## src/rtl/emu_time_ctrl_if.sv

```systemverilog
// Control and time-step bundle between the control generator / models
// (master) and the emulation time manager (slave).
interface emu_time_ctrl_if #(
    parameter int TIME_WIDTH = 64,
    parameter int DT_WIDTH   = 32,
    parameter int DEC_WIDTH  = 24
);
    logic [1:0]            emu_ctrl_mode;
    logic [TIME_WIDTH-1:0] emu_ctrl_data;
    logic [DEC_WIDTH-1:0]  emu_dec_thr;
    logic [DT_WIDTH-1:0]   dt_req;
    logic [TIME_WIDTH-1:0] emu_time;
    logic [DT_WIDTH-1:0]   emu_dt;
    logic                  emu_stall;
    logic                  emu_dec_cmp;

    modport master (
        output emu_ctrl_mode, emu_ctrl_data, emu_dec_thr, dt_req,
        input  emu_time, emu_dt, emu_stall, emu_dec_cmp
    );

    modport slave (
        input  emu_ctrl_mode, emu_ctrl_data, emu_dec_thr, dt_req,
        output emu_time, emu_dt, emu_stall, emu_dec_cmp
    );
endinterface

```

## src/rtl/emu_time_ctrl.sv

```systemverilog
// Emulation time manager: advances global time, grants per-cycle steps
// (run / hold / stall-at / sleep) and produces the probe decimation strobe.
module emu_time_ctrl #(
    parameter int TIME_WIDTH = 64,
    parameter int DT_WIDTH   = 32,
    parameter int DEC_WIDTH  = 24
) (
    input  logic              emu_clk,
    input  logic              emu_rst,
    emu_time_ctrl_if.slave    bus
);
    localparam logic [TIME_WIDTH-1:0] TMAX      = {TIME_WIDTH{1'b1}};
    localparam logic [TIME_WIDTH-1:0] TIME_ZERO = {TIME_WIDTH{1'b0}};
    localparam logic [DT_WIDTH-1:0]   DT_ZERO   = {DT_WIDTH{1'b0}};
    localparam logic [DEC_WIDTH-1:0]  DEC_ZERO  = {DEC_WIDTH{1'b0}};
    localparam logic [DEC_WIDTH-1:0]  DEC_ONE   = {{(DEC_WIDTH-1){1'b0}}, 1'b1};
    localparam logic [1:0] MODE_RUN   = 2'b00;
    localparam logic [1:0] MODE_HOLD  = 2'b01;
    localparam logic [1:0] MODE_STALL = 2'b10;
    localparam logic [1:0] MODE_SLEEP = 2'b11;

    typedef enum logic [2:0] {
        ST_RUN  = 3'd0,
        ST_HOLD = 3'd1,
        ST_ARM  = 3'd2,
        ST_SEEK = 3'd3,
        ST_DONE = 3'd4
    } state_e;

    logic [1:0]            mode_d, mode_q, mode_qq;
    logic [TIME_WIDTH-1:0] data_d, data_q, data_qq;
    logic [TIME_WIDTH-1:0] time_d, time_q;
    logic [TIME_WIDTH-1:0] target_d, target_q;
    logic [DEC_WIDTH-1:0]  dec_cnt_d, dec_cnt_q;

    logic                  arm_s;
    state_e                state_s;
    logic [TIME_WIDTH-1:0] eff_target_s;
    logic [TIME_WIDTH-1:0] dt_req_ext_s;
    logic [DT_WIDTH-1:0]   dt_s;
    logic                  dec_cmp_s;

    function automatic logic [TIME_WIDTH-1:0] sat_add(
        input logic [TIME_WIDTH-1:0] a,
        input logic [TIME_WIDTH-1:0] b
    );
        logic [TIME_WIDTH:0] sum;
        sum = {1'b0, a} + {1'b0, b};
        if (sum[TIME_WIDTH]) begin
            return TMAX;
        end else begin
            return sum[TIME_WIDTH-1:0];
        end
    endfunction

    // Compare at full time width; only the winner (never above req) is narrowed.
    function automatic logic [DT_WIDTH-1:0] min_step(
        input logic [TIME_WIDTH-1:0] req,
        input logic [TIME_WIDTH-1:0] room
    );
        logic [TIME_WIDTH-1:0] sel;
        sel = (req < room) ? req : room;
        return DT_WIDTH'(sel);
    endfunction

    assign dt_req_ext_s = {{(TIME_WIDTH-DT_WIDTH){1'b0}}, bus.dt_req};
    assign arm_s = (mode_q == MODE_SLEEP) && ((mode_q != mode_qq) || (data_q != data_qq));

    // Decode the operating state from the registered mode, arm event and target.
    always_comb begin
        state_s      = ST_HOLD;
        eff_target_s = data_q;
        case (mode_q)
            MODE_RUN:   state_s = ST_RUN;
            MODE_HOLD:  state_s = ST_HOLD;
            MODE_STALL: begin
                eff_target_s = data_q;
                state_s      = (time_q < data_q) ? ST_SEEK : ST_DONE;
            end
            MODE_SLEEP: begin
                eff_target_s = target_q;
                if (arm_s) begin
                    state_s = ST_ARM;
                end else if (time_q < target_q) begin
                    state_s = ST_SEEK;
                end else begin
                    state_s = ST_DONE;
                end
            end
            default:    state_s = ST_HOLD;
        endcase
    end

    // Grant this cycle's step; seek steps are clipped to land exactly on the target.
    always_comb begin
        dt_s = DT_ZERO;
        case (state_s)
            ST_RUN:  dt_s = min_step(dt_req_ext_s, TMAX - time_q);
            ST_SEEK: dt_s = min_step(dt_req_ext_s, eff_target_s - time_q);
            default: dt_s = DT_ZERO;
        endcase
    end

    // Next-state for time, sleep target, decimation counter and input pipeline.
    always_comb begin
        mode_d    = bus.emu_ctrl_mode;
        data_d    = bus.emu_ctrl_data;
        time_d    = time_q + {{(TIME_WIDTH-DT_WIDTH){1'b0}}, dt_s};
        target_d  = target_q;
        dec_cnt_d = dec_cnt_q;
        dec_cmp_s = 1'b0;
        if (state_s == ST_ARM) begin
            target_d = sat_add(time_q, data_q);
        end else begin
            target_d = target_q;
        end
        if (dt_s != DT_ZERO) begin
            if (dec_cnt_q >= bus.emu_dec_thr) begin
                dec_cmp_s = 1'b1;
                dec_cnt_d = DEC_ZERO;
            end else begin
                dec_cnt_d = dec_cnt_q + DEC_ONE;
            end
        end else begin
            dec_cnt_d = dec_cnt_q;
        end
    end

    // State registers; reset lands in HOLD with time, target and counter cleared.
    always_ff @(posedge emu_clk or posedge emu_rst) begin
        if (emu_rst) begin
            mode_q    <= MODE_HOLD;
            mode_qq   <= MODE_HOLD;
            data_q    <= TIME_ZERO;
            data_qq   <= TIME_ZERO;
            time_q    <= TIME_ZERO;
            target_q  <= TIME_ZERO;
            dec_cnt_q <= DEC_ZERO;
        end else begin
            mode_q    <= mode_d;
            mode_qq   <= mode_q;
            data_q    <= data_d;
            data_qq   <= data_q;
            time_q    <= time_d;
            target_q  <= target_d;
            dec_cnt_q <= dec_cnt_d;
        end
    end

    assign bus.emu_time    = time_q;
    assign bus.emu_dt      = dt_s;
    assign bus.emu_stall   = (dt_s == DT_ZERO);
    assign bus.emu_dec_cmp = dec_cmp_s;
endmodule
```

## src/flat_wrapper.sv

```systemverilog
// flat-port wrapper written by rule: the top's interface ports become plain ports
module emu_time_ctrl_flat 
#(
    parameter int TIME_WIDTH = 64,
    parameter int DT_WIDTH   = 32,
    parameter int DEC_WIDTH  = 24
)
  (emu_clk, emu_rst, bus_emu_ctrl_mode, bus_emu_ctrl_data, bus_emu_dec_thr, bus_dt_req, bus_emu_time, bus_emu_dt, bus_emu_stall, bus_emu_dec_cmp);
  emu_time_ctrl_if #(.TIME_WIDTH(TIME_WIDTH), .DT_WIDTH(DT_WIDTH), .DEC_WIDTH(DEC_WIDTH)) bus_i ();
  input  logic emu_clk;
  input  logic emu_rst;
  input wire logic [$bits(bus_i.emu_ctrl_mode)-1:0] bus_emu_ctrl_mode;
  input wire logic [$bits(bus_i.emu_ctrl_data)-1:0] bus_emu_ctrl_data;
  input wire logic [$bits(bus_i.emu_dec_thr)-1:0] bus_emu_dec_thr;
  input wire logic [$bits(bus_i.dt_req)-1:0] bus_dt_req;
  output wire logic [$bits(bus_i.emu_time)-1:0] bus_emu_time;
  output wire logic [$bits(bus_i.emu_dt)-1:0] bus_emu_dt;
  output wire logic [$bits(bus_i.emu_stall)-1:0] bus_emu_stall;
  output wire logic [$bits(bus_i.emu_dec_cmp)-1:0] bus_emu_dec_cmp;
  assign bus_i.emu_ctrl_mode = bus_emu_ctrl_mode;
  assign bus_i.emu_ctrl_data = bus_emu_ctrl_data;
  assign bus_i.emu_dec_thr = bus_emu_dec_thr;
  assign bus_i.dt_req = bus_dt_req;
  assign bus_emu_time = bus_i.emu_time;
  assign bus_emu_dt = bus_i.emu_dt;
  assign bus_emu_stall = bus_i.emu_stall;
  assign bus_emu_dec_cmp = bus_i.emu_dec_cmp;
  emu_time_ctrl #(.TIME_WIDTH(TIME_WIDTH), .DT_WIDTH(DT_WIDTH), .DEC_WIDTH(DEC_WIDTH)) u_core (.emu_clk(emu_clk), .emu_rst(emu_rst), .bus(bus_i));
endmodule
```

## config.mk

```make
export PLATFORM = sky130hd
export DESIGN_NAME = emu_time_ctrl_flat
export DESIGN_NICKNAME = d
export VERILOG_FILES = /design/src/rtl/emu_time_ctrl_if.sv /design/src/rtl/emu_time_ctrl.sv /design/src/flat_wrapper.sv
export SDC_FILE = /design/constraint.sdc
export NUM_CORES = 1
export LEC_CHECK = 0
export CORE_UTILIZATION = 50
export CTS_CLUSTER_SIZE = 25
export DETAILED_ROUTE_END_ITERATION = 10
export DONT_BUFFER_PORTS = 1
export PLACE_DENSITY = 0.67
export SETUP_SLACK_MARGIN = 0.2
export SLEW_MARGIN = 20
export SYNTH_ARGS = -nofsm -noshare
export SYNTH_HDL_FRONTEND = slang
export SYNTH_SLANG_ARGS = --single-unit
export TNS_END_PERCENT = 50
```

## constraint.sdc

```tcl
create_clock -name emu_clk -period 10.3 [get_ports emu_clk]
set_clock_uncertainty 0.15 [all_clocks]
set_input_delay 3.09 -clock emu_clk [delete_from_list [all_inputs] [get_ports emu_clk]]
set_output_delay 3.09 -clock emu_clk [all_outputs]
set_load 0.03 [all_outputs]
```

Word level (Yosys, flattened, before mapping)
Cells that the tools add are included.
{"block": "classes", "addsub": 5, "n_eq_ne": 7, "order_cmp": 5, "reduce_logical": 6, "mux": 12}
{"operator": "32-bit by 64-bit < comparator with 1-bit output", "n": 2}
{"operator": "64-bit < comparator", "n": 2}
{"operator": "64-bit 2-to-1 mux", "n": 2}
{"operator": "64-bit by 64-bit adder with 65-bit output", "n": 1}
{"operator": "64-bit by 32-bit adder with 64-bit output", "n": 1}
{"operator": "32-bit 2-to-1 mux", "n": 2}
{"operator": "64-bit inequality test", "n": 1}
{"operator": "32-bit case mux with 2 select lines", "n": 1}
{"operator": "64-bit subtractor", "n": 1}
{"operator": "64-bit subtractor (first input constant)", "n": 1}
{"operator": "32-bit zero test", "n": 1}
{"operator": "32-bit nonzero test", "n": 1}
{"operator": "24-bit by 1-bit adder with 24-bit output (second input constant)", "n": 1}
{"operator": "24-bit >= comparator", "n": 1}
{"operator": "24-bit 2-to-1 mux", "n": 1}
{"operator": "3-bit case mux with 4 select lines", "n": 1}
{"operator": "3-bit 2-to-1 mux", "n": 3}
{"operator": "3-bit by 2-bit == test with 1-bit output (second input constant)", "n": 2}
{"operator": "2-bit == test (second input constant)", "n": 2}
{"operator": "3-bit zero test", "n": 1}
{"operator": "2-bit by 1-bit == test with 1-bit output (second input constant)", "n": 1}
{"operator": "2-bit zero test", "n": 1}
{"operator": "1-bit 2-to-1 mux", "n": 2}
{"operator": "2-bit inequality test", "n": 1}
{"operator": "other kinds (2)", "n": 2}
{"block": "totals", "elab_cells": 42, "reg_bits": 284}

Longest topological paths before layout
Gate-level depths: netlist of the first run.
{"block": "depth", "word_depth": 9, "depth_mapped": 50, "mapped_depth_nobuf": 45}

Least setup slack after synthesis of the first run
OpenSTA, ideal clock, no wires.
{"block": "synth_path", "path_kind": "flip-flop to output port", "start": "register u_core.mode_q[1]", "end": "output port bus_emu_dec_cmp", "required_ps": 7060, "slack_ps": -946, "path_stages_with_launch": 36, "arrival_time_ps": 8006, "path_cell_list": "dfrtp_1 > nand2_1 > clkbuf_1 > buf_1 > mux2i_1 > ha_1 > inv_1 > fa_1 > a211oi_1 > or2_1 > a311o_1 > a211oi_1 > or2_1 > nand3_1 > nand2_1 > xnor2_1 > ha_1 > nand4_1 > a211oi_1 > a211oi_1 > o31a_1 > a2111oi_0 > nor4bb_1 > o2111ai_1 > a2111o_1 > or4_1 > or4_1 > nor4_2 > buf_4 > a221o_1 > nor4_1 > and4_1 > clkbuf_1 > and2_1 > buf_2 > nor2_1"}
{"block": "synth_between", "elab_chain_len": 9}
{"item": "start: declaration", "line": "emu_time_ctrl.sv:30", "source": "logic [1:0] mode_d, mode_q, mode_qq;"}
{"item": "start signal: assignment", "line": "emu_time_ctrl.sv:140", "source": "mode_q <= mode_d;"}
{"item": "branches (longest 6 deep; another with 64-bit subtractor)"}
{"item": "32-bit case mux with 2 select lines (*)", "line": "emu_time_ctrl.sv:97", "source": "case (state_s)"}
{"item": "named net bus_emu_dt[20]", "line": "flat_wrapper.sv:17", "source": "output wire logic [$bits(bus_i.emu_dt)-1:0] bus_emu_dt;"}
{"item": "32-bit nonzero test (*)", "line": "emu_time_ctrl.sv:117", "source": "if (dt_s != DT_ZERO) begin"}
{"item": "1-bit 2-to-1 mux (*)", "line": "emu_time_ctrl.sv:117"}
{"item": "end: declaration", "line": "flat_wrapper.sv:19", "source": "output wire logic [$bits(bus_i.emu_dec_cmp)-1:0] bus_emu_dec_cmp;"}
Mark *: on every way through the listed nets, which the timed path passes.

Worst setup path in the final report of the first run
{"block": "layout_path", "start": "register u_core.mode_q[0]", "end": "output port bus_emu_dec_cmp"}
{"block": "layout_between", "elab_chain_len": 9}
{"item": "branches (longest 6 deep; another with 64-bit subtractor)"}
{"item": "32-bit case mux with 2 select lines (*)", "line": "emu_time_ctrl.sv:97"}
{"item": "32-bit nonzero test (*)", "line": "emu_time_ctrl.sv:117"}
{"item": "1-bit 2-to-1 mux (*)", "line": "emu_time_ctrl.sv:117"}
Mark *: on every way between the ends.

==> results of run 1 <==
-- cells in the mapped netlist, drive strengths merged, types with 42 or more instances --
cell / n / area [um2]
a21o: 137 / 1028
a21oi: 261 / 1310
clkbuf: 72 / 270.3
dfrtp: 282 / 7057
ha: 373 / 4667
inv: 317 / 1190
nand2: 208 / 780.8
nand3: 58 / 290.3
nand4: 80 / 515.5
nor2: 295 / 1107
nor3: 55 / 275.3
nor4: 42 / 284.0
o21ai: 175 / 879.6
o21bai: 43 / 322.8
xnor2: 159 / 1393
xor2: 68 / 595.6
-- power groups by stage --
stage / Sequential, mW / Combinational (mW) / Clock (mW)
after CTS: 1.48 / 5.59 / 1.44
after global placement: 1.49 / 5.30 / 0
after global routing: 1.51 / 6.35 / 1.48
final: 1.49 / 5.88 / 1.43
after detailed placement: 1.50 / 5.37 / 0
after floorplan: 1.72 / 3.02 / 0
-- kinds of logic (layout without fill, tap and decap cells) --
family          count (synthesis)  count (layout)
simple gates                  899             899
compound gates                886             886
buf+inv                       412             816
fa+ha+maj                     376             376
flops                         284             284
xor+xnor                      227             227
mux                            11              11
-- cells in the final DEF, fill, tap and decap left out, types with 17 or more instances in the layout --
cell,Yosys,routed
a21o_1,137,137
a21oi_1,260,252
a221o_1,18,17
a22o_1,40,39
buf_4,3,398
buf_6,1,28
clkbuf_16,0,36
dfrtp_1,282,282
ha_1,373,369
inv_1,317,313
nand2_1,208,198
nand2b_1,27,26
nand3_1,58,48
nand4_1,79,79
nor2_1,295,280
nor3_1,55,50
nor4_1,40,38
o211ai_1,25,25
o21a_1,26,26
o21ai_0,154,142
o21ai_1,20,28
o21bai_1,43,43
or3_1,34,33
xnor2_1,159,149
xor2_1,68,62
-- path summary, 6_finish.rpt --
kind,startpoint,to,slack (ns),depth (start not counted)
setup / recovery,u_core.mode_q[0],bus_emu_dec_cmp,-0.77,34
hold / removal,u_core.data_q[46],u_core.data_qq[46],0.36,0
setup reg to reg,u_core.mode_q[0],u_core.bus.emu_time[51],-0.22,51
hold reg to reg,u_core.data_q[46],u_core.data_qq[46],0.36,0
max in group asynchronous,emu_rst,u_core.bus.emu_time[49],5.86,3
min in group asynchronous,emu_rst,u_core.bus.emu_time[1],2.18,1
-- final cells by class --
class,instances,area (um2)
fillers,4305,18790
multi-input cells,2399,17710
flip-flops and latches,284,7109
repair buffers,436,3501
inverters,317,1194
clock buffers,47,1001
well taps,672,840.8
clock inverters,16,326.6
-- through the flow --
stage	TNS, ns	setup slack (ns)	cells	instance area [um2]	utilization (%)
floorplan	-2.639	-0.7301	3095	25750	-
global placement	-11.75	-0.4461	4059	29180	57.80
detailed placement	-20.66	-0.6959	4059	29180	57.80
CTS	-5.705	-0.7874	4149	31110	61.63
global route	-26.52	-1.099	4171	31690	62.77
finish	-6.616	-0.7727	4171	31690	62.77
-- flip-flops by register name, summed over array words and instances, names as in the netlist --
name,flops
u_core.data_qq,64
u_core.bus.emu_time,64
u_core.dec_cnt_q,24
u_core.data_q,64
u_core.target_q,64
u_core.mode_qq,2
u_core.mode_q,2
-- worst max-delay path: cells and delay by family (launching register included) --
family                     cells  cell delay [ns]
AOI/OAI and AO/OA              8             2.00
xor gates and xnor gates       1             0.25
adders and majority gates      3             0.88
buffers and inverters          8             0.83
DFF                            1             0.55
muxes                          1             0.20
and+or+nand+nor               13             2.53
-- metal layers --
metal / GRT usage [%] / up-vias / wire, um
li1: - / 11810 / -
met1: 52.15 / 12360 / 43530
met2: 56.34 / 1141 / 42530
met3: 5.951 / 206 / 8318
met4: 14.98 / 0 / 4304
met5: 0 / - / 0
-- what timing repair did --
action / 4_1_cts / 5_1_grt
buffers inserted: 26 / 21
endpoints found under the hold margin: 0 / 0
resized for setup: 87 / 92
endpoints found under the setup margin: 59 / 73
pin swaps: 29 / 51
gates cloned: 1 / 1
hold buffers: 0 / 0
==> flow_summary.json, run 1 <==
{
  "dieArea_um2": 52380,
  "start_util_pct": 50.98,
  "avgSynthCellArea_um2": 8.315,
  "ant_nets": 0,
  "clock_power_share_pct": 16.2,
  "clock_sinks": 284,
  "syn_inst": 3095,
  "yosys.area_share.adder_pct": 18.37,
  "routed_via_density": 6.118,
  "wirelength_um": 98680,
  "worstSetupEndpointType": "output pin",
  "grt_pass1_vias": 24670,
  "p_switching_mw": 4.137,
  "violations": "setup timing",
  "cts-root-buf": "clkbuf_16",
  "crit_fanout": 8,
  "cts_buffer_depth": 3,
  "grt_pass1_wl_um": 148100,
  "clk_latency_ns": 0.57,
  "fin_crit_ns": 11.07,
  "synth_cell_types": 92,
  "h-tree-depth": 2,
  "crit_slowest_cell": "dfstp_2",
  "synth_xor_area_share_pct": 7.726,
  "rows": 82,
  "timing.final.crit_share_pct": 107.5,
  "drc": 0,
  "synth-simple-area-share_pct": 16.93,
  "p_total_mw": 8.791,
  "rsz0062_at_grt": "yes",
  "slew_headroom_pct": 34.33,
  "power_frac_seq_pct": 16.9,
  "diodes": 0,
  "slew_viol_final": 0,
  "max_stage_delay_ns": 0.55,
  "startpoint_type": "flop",
  "hold_path_class": "reg2reg",
  "syn_to_final_growth_pct": 23.13,
  "p_leak_nw": 15.97,
  "post_drt_wl_per_cell_um": 23.66,
  "ys.flop_type": "dfrtp_1",
  "drt_iter0_markers": 2099,
  "cp.required_ns": 7.06,
  "tightest_slew_ns": 0.9602,
  "die_h_um": 228.9,
  "grt_start_max_net_pins": 158,
  "hold_viol": 0,
  "powerDensity_nw_per_um2": 277.4,
  "max_cap_viol_count": 0,
  "synth_top_family_by_area": "compound AO/OA/AOI/OAI gates",
  "io_buffers": 0,
  "cts_tree": "yes",
  "drive_gt1_share_pct": 18.46,
  "io_pins": 222,
  "via_count": 25520,
  "p_int_mw": 4.655,
  "synth.yosys.seq_area_share_pct": 27.63,
  "synth_nets": 3595,
  "crit_type": "reg2out",
  "synth-compound-area-share_pct": 22.75,
  "cts_buffers": 35,
  "hold_ws_ns": 0.3589,
  "fmax_ghz": 0.09031,
  "groute.usage.overall_pct": 37.00,
  "critical_path_arrival_ns": 7.83,
  "fin_nets": 3973,
  "hpwl_um": 79410,
  "setup_violations": 32,
  "grt_overflow": 0,
  "ys_warn_count": 0,
  "synth_area_um2": 25730,
  "core_um2": 50480,
  "power_frac_comb_pct": 66.9,
  "antenna_found_initial": 1,
  "run_status": "finished, violations left",
  "routabilityCongestion": 1.026,
  "synth_mux_area_share_pct": 0.4376,
  "synth-seq-cells": 284,
  "worst_slack_ns": -0.7727,
  "firstDrtPassIters": 8,
  "ir_drop_uv": 180.8,
  "synth-async-reset-ratio_pct": 100.0,
  "p_sw_share_pct": 47.05,
  "die_w_um": 228.9,
  "clk_pin_slew_ns": 0.06,
  "synth_edf_count": 0
}
Power figures use the tool's default switching activity.
==> inputs of run 2 (changes only) <==
Settings changed: PLACE_DENSITY 0.67 to 0.75, SLEW_MARGIN 20 to not set.
==> flow_summary.json, run 2 (synthesized netlist as in run 1, its figures left out) <==
{
  "grt_use_met3_pct": 6.000,
  "met1_usage_pct": 47.36,
  "fmax_ghz": 0.08948,
  "h-tree-depth": 2,
  "grt_start_max_net_pins": 167,
  "seq_area_um2": 7109,
  "wirelength_um": 92560,
  "firstDrtPassIters": 5,
  "cp.required_ns": 7.06,
  "hold_viol": 0,
  "clock_sinks": 284,
  "io_pins": 222,
  "core_um2": 50480,
  "rsz0062_at_grt": "yes",
  "cts-root-buf": "clkbuf_16",
  "max_stage_delay_ns": 0.65,
  "rows": 82,
  "power_frac_comb_pct": 67.2,
  "final_cell_mix": "400 x buf_4, 365 x ha_1, 316 x inv_1",
  "place_area_um2": 29310,
  "timing.final.crit_share_pct": 108.5,
  "crit_type": "reg2out",
  "start_util_pct": 50.98,
  "final_common_cell": "buf_4",
  "crit_path_frequent_cell": "a211oi_2",
  "grtUsageMet2_pct": 53.03,
  "cts_buffers": 36,
  "ant_nets": 0,
  "routed_via_density": 6.103,
  "grt_overflow": 0,
  "cts_buffer_depth": 3,
  "stdcell_area_um2": 31760,
  "groute.usage.overall_pct": 34.25,
  "tightest_slew_ns": 1.045,
  "clock_power_share_pct": 15.4,
  "fin_crit_ns": 11.18,
  "min_path_cells": 0,
  "p_switching_mw": 4.056,
  "die_w_um": 228.9,
  "power_frac_seq_pct": 17.4,
  "clk_latency_ns": 0.59,
  "fin_nets": 3983,
  "drt_iter0_markers": 2589,
  "slew_viol_final": 0,
  "worstRegToRegCells": 50,
  "post_drt_wl_per_cell_um": 22.14,
  "drc": 0,
  "clk_pin_slew_ns": 0.06,
  "dieArea_um2": 52380,
  "p_total_mw": 8.607,
  "num-fill-cells": 4264,
  "p_leak_nw": 15.97,
  "antenna_found_initial": 3,
  "dp_cells": 4073,
  "grt_pass1_vias": 24120,
  "io_buffers": 0,
  "violations": "setup timing",
  "busiest_layer": "met2",
  "via_count": 25510,
  "multi_input_area_um2": 17740,
  "hpwl_um": 72880,
  "startpoint_type": "flop",
  "hold_path_class": "reg2reg",
  "p_sw_share_pct": 47.12,
  "crit_slowest_cell": "dfstp_2",
  "routabilityCongestion": 1.025,
  "die_h_um": 228.9,
  "cts_tree": "yes",
  "grt_pass1_wl_um": 139600,
  "fin_cells": 4180,
  "p_int_mw": 4.551,
  "slew_headroom_pct": 28.55,
  "syn_to_final_growth_pct": 23.41,
  "crit_fanout": 7,
  "ir_drop_uv": 216.9,
  "critical_path_arrival_ns": 7.94,
  "worst_slack_ns": -0.8760,
  "powerDensity_nw_per_um2": 271.0,
  "max_cap_viol_count": 0,
  "setup_violations": 48,
  "run_status": "finished, violations left",
  "worstSetupEndpointType": "output pin",
  "drive_gt1_share_pct": 18.40
}
-- run 2: changes by cell type in the layout (fill, tap and decap cells not counted), sizes merged --
| cell | before | now |
|---|---|---|
| inv | 318 | 317 |
| buf | 435 | 441 |
| clkinv | 5 | 11 |
| diode | 0 | 2 |
| bufinv | 8 | 4 |
| nand2 | 208 | 209 |
| clkbuf | 48 | 47 |
-- run 2: worst paths after layout --
path | startpoint | end | slack, ns
worst max-delay path | u_core.mode_q[0] | bus_emu_dec_cmp | -0.88
worst min-delay path | u_core.data_q[52] | u_core.data_qq[52] | 0.34
worst max register to register | u_core.mode_q[0] | u_core.bus.emu_time[57] | -0.37
worst min register to register | u_core.data_q[52] | u_core.data_qq[52] | 0.34
max in group asynchronous | emu_rst | u_core.bus.emu_time[52] | 6.14
min in group asynchronous | emu_rst | u_core.bus.emu_time[27] | 2.44
-- run 2: cell type report --
class | count | share of cell area (%)
diodes | 2 | 0.01576
clock buffers | 44 | 2.994
clock inverters | 17 | 0.8392
inverters | 317 | 3.759
multi-input cells | 2400 | 55.88
flip-flops and latches | 284 | 22.39
well taps | 672 | 2.648
repair buffers | 444 | 11.48
-- run 2: metrics by stage --
step	TNS [ns]	setup WS [ns]	util [%]	hold WS (ns)
final	-11.90	-0.8760	62.91	0.3427
after global routing	-29.93	-1.197	62.91	0.3733
after CTS	-7.887	-0.8112	61.47	0.3537
after detailed placement	-17.58	-0.6157	58.07	0.3399
after global placement	-12.69	-0.4984	58.07	0.3324
after floorplan	-2.639	-0.7301	-	0.2339
-- run 2: timing repair --
| action | CTS | global route |
|---|---|---|
| buffers inserted | 15 | 23 |
| setup endpoints to repair | 60 | 75 |
| gates cloned | 2 | 4 |
| pin swaps | 28 | 34 |
| resized for setup | 89 | 96 |
| hold buffers | 0 | 0 |
-- run 2: layer usage --
layer,vias up,wire [um]
li1,11830,-
met1,12180,39180
met2,1280,40400
met3,228,9027
met4,0,3948
met5,-,0
-- run 2: worst max-delay path: cells and delay by family, from the launching register on --
kind | cells | cell delay (ns)
buf+inv | 5 | 0.69
flops | 1 | 0.65
compound gates | 11 | 2.27
simple gates | 15 | 2.98
xor+xnor | 1 | 0.08
fa+ha+maj | 2 | 0.67
-- run 2: power groups by stage --
stage               registers [mW]  clock network, mW  logic [mW]
floorplan                     1.72                  0        3.02
global placement              1.50                  0        5.26
detailed placement            1.51                  0        5.30
CTS                           1.49               1.34        5.45
global route                  1.52               1.38        6.25
finish                        1.50               1.32        5.78
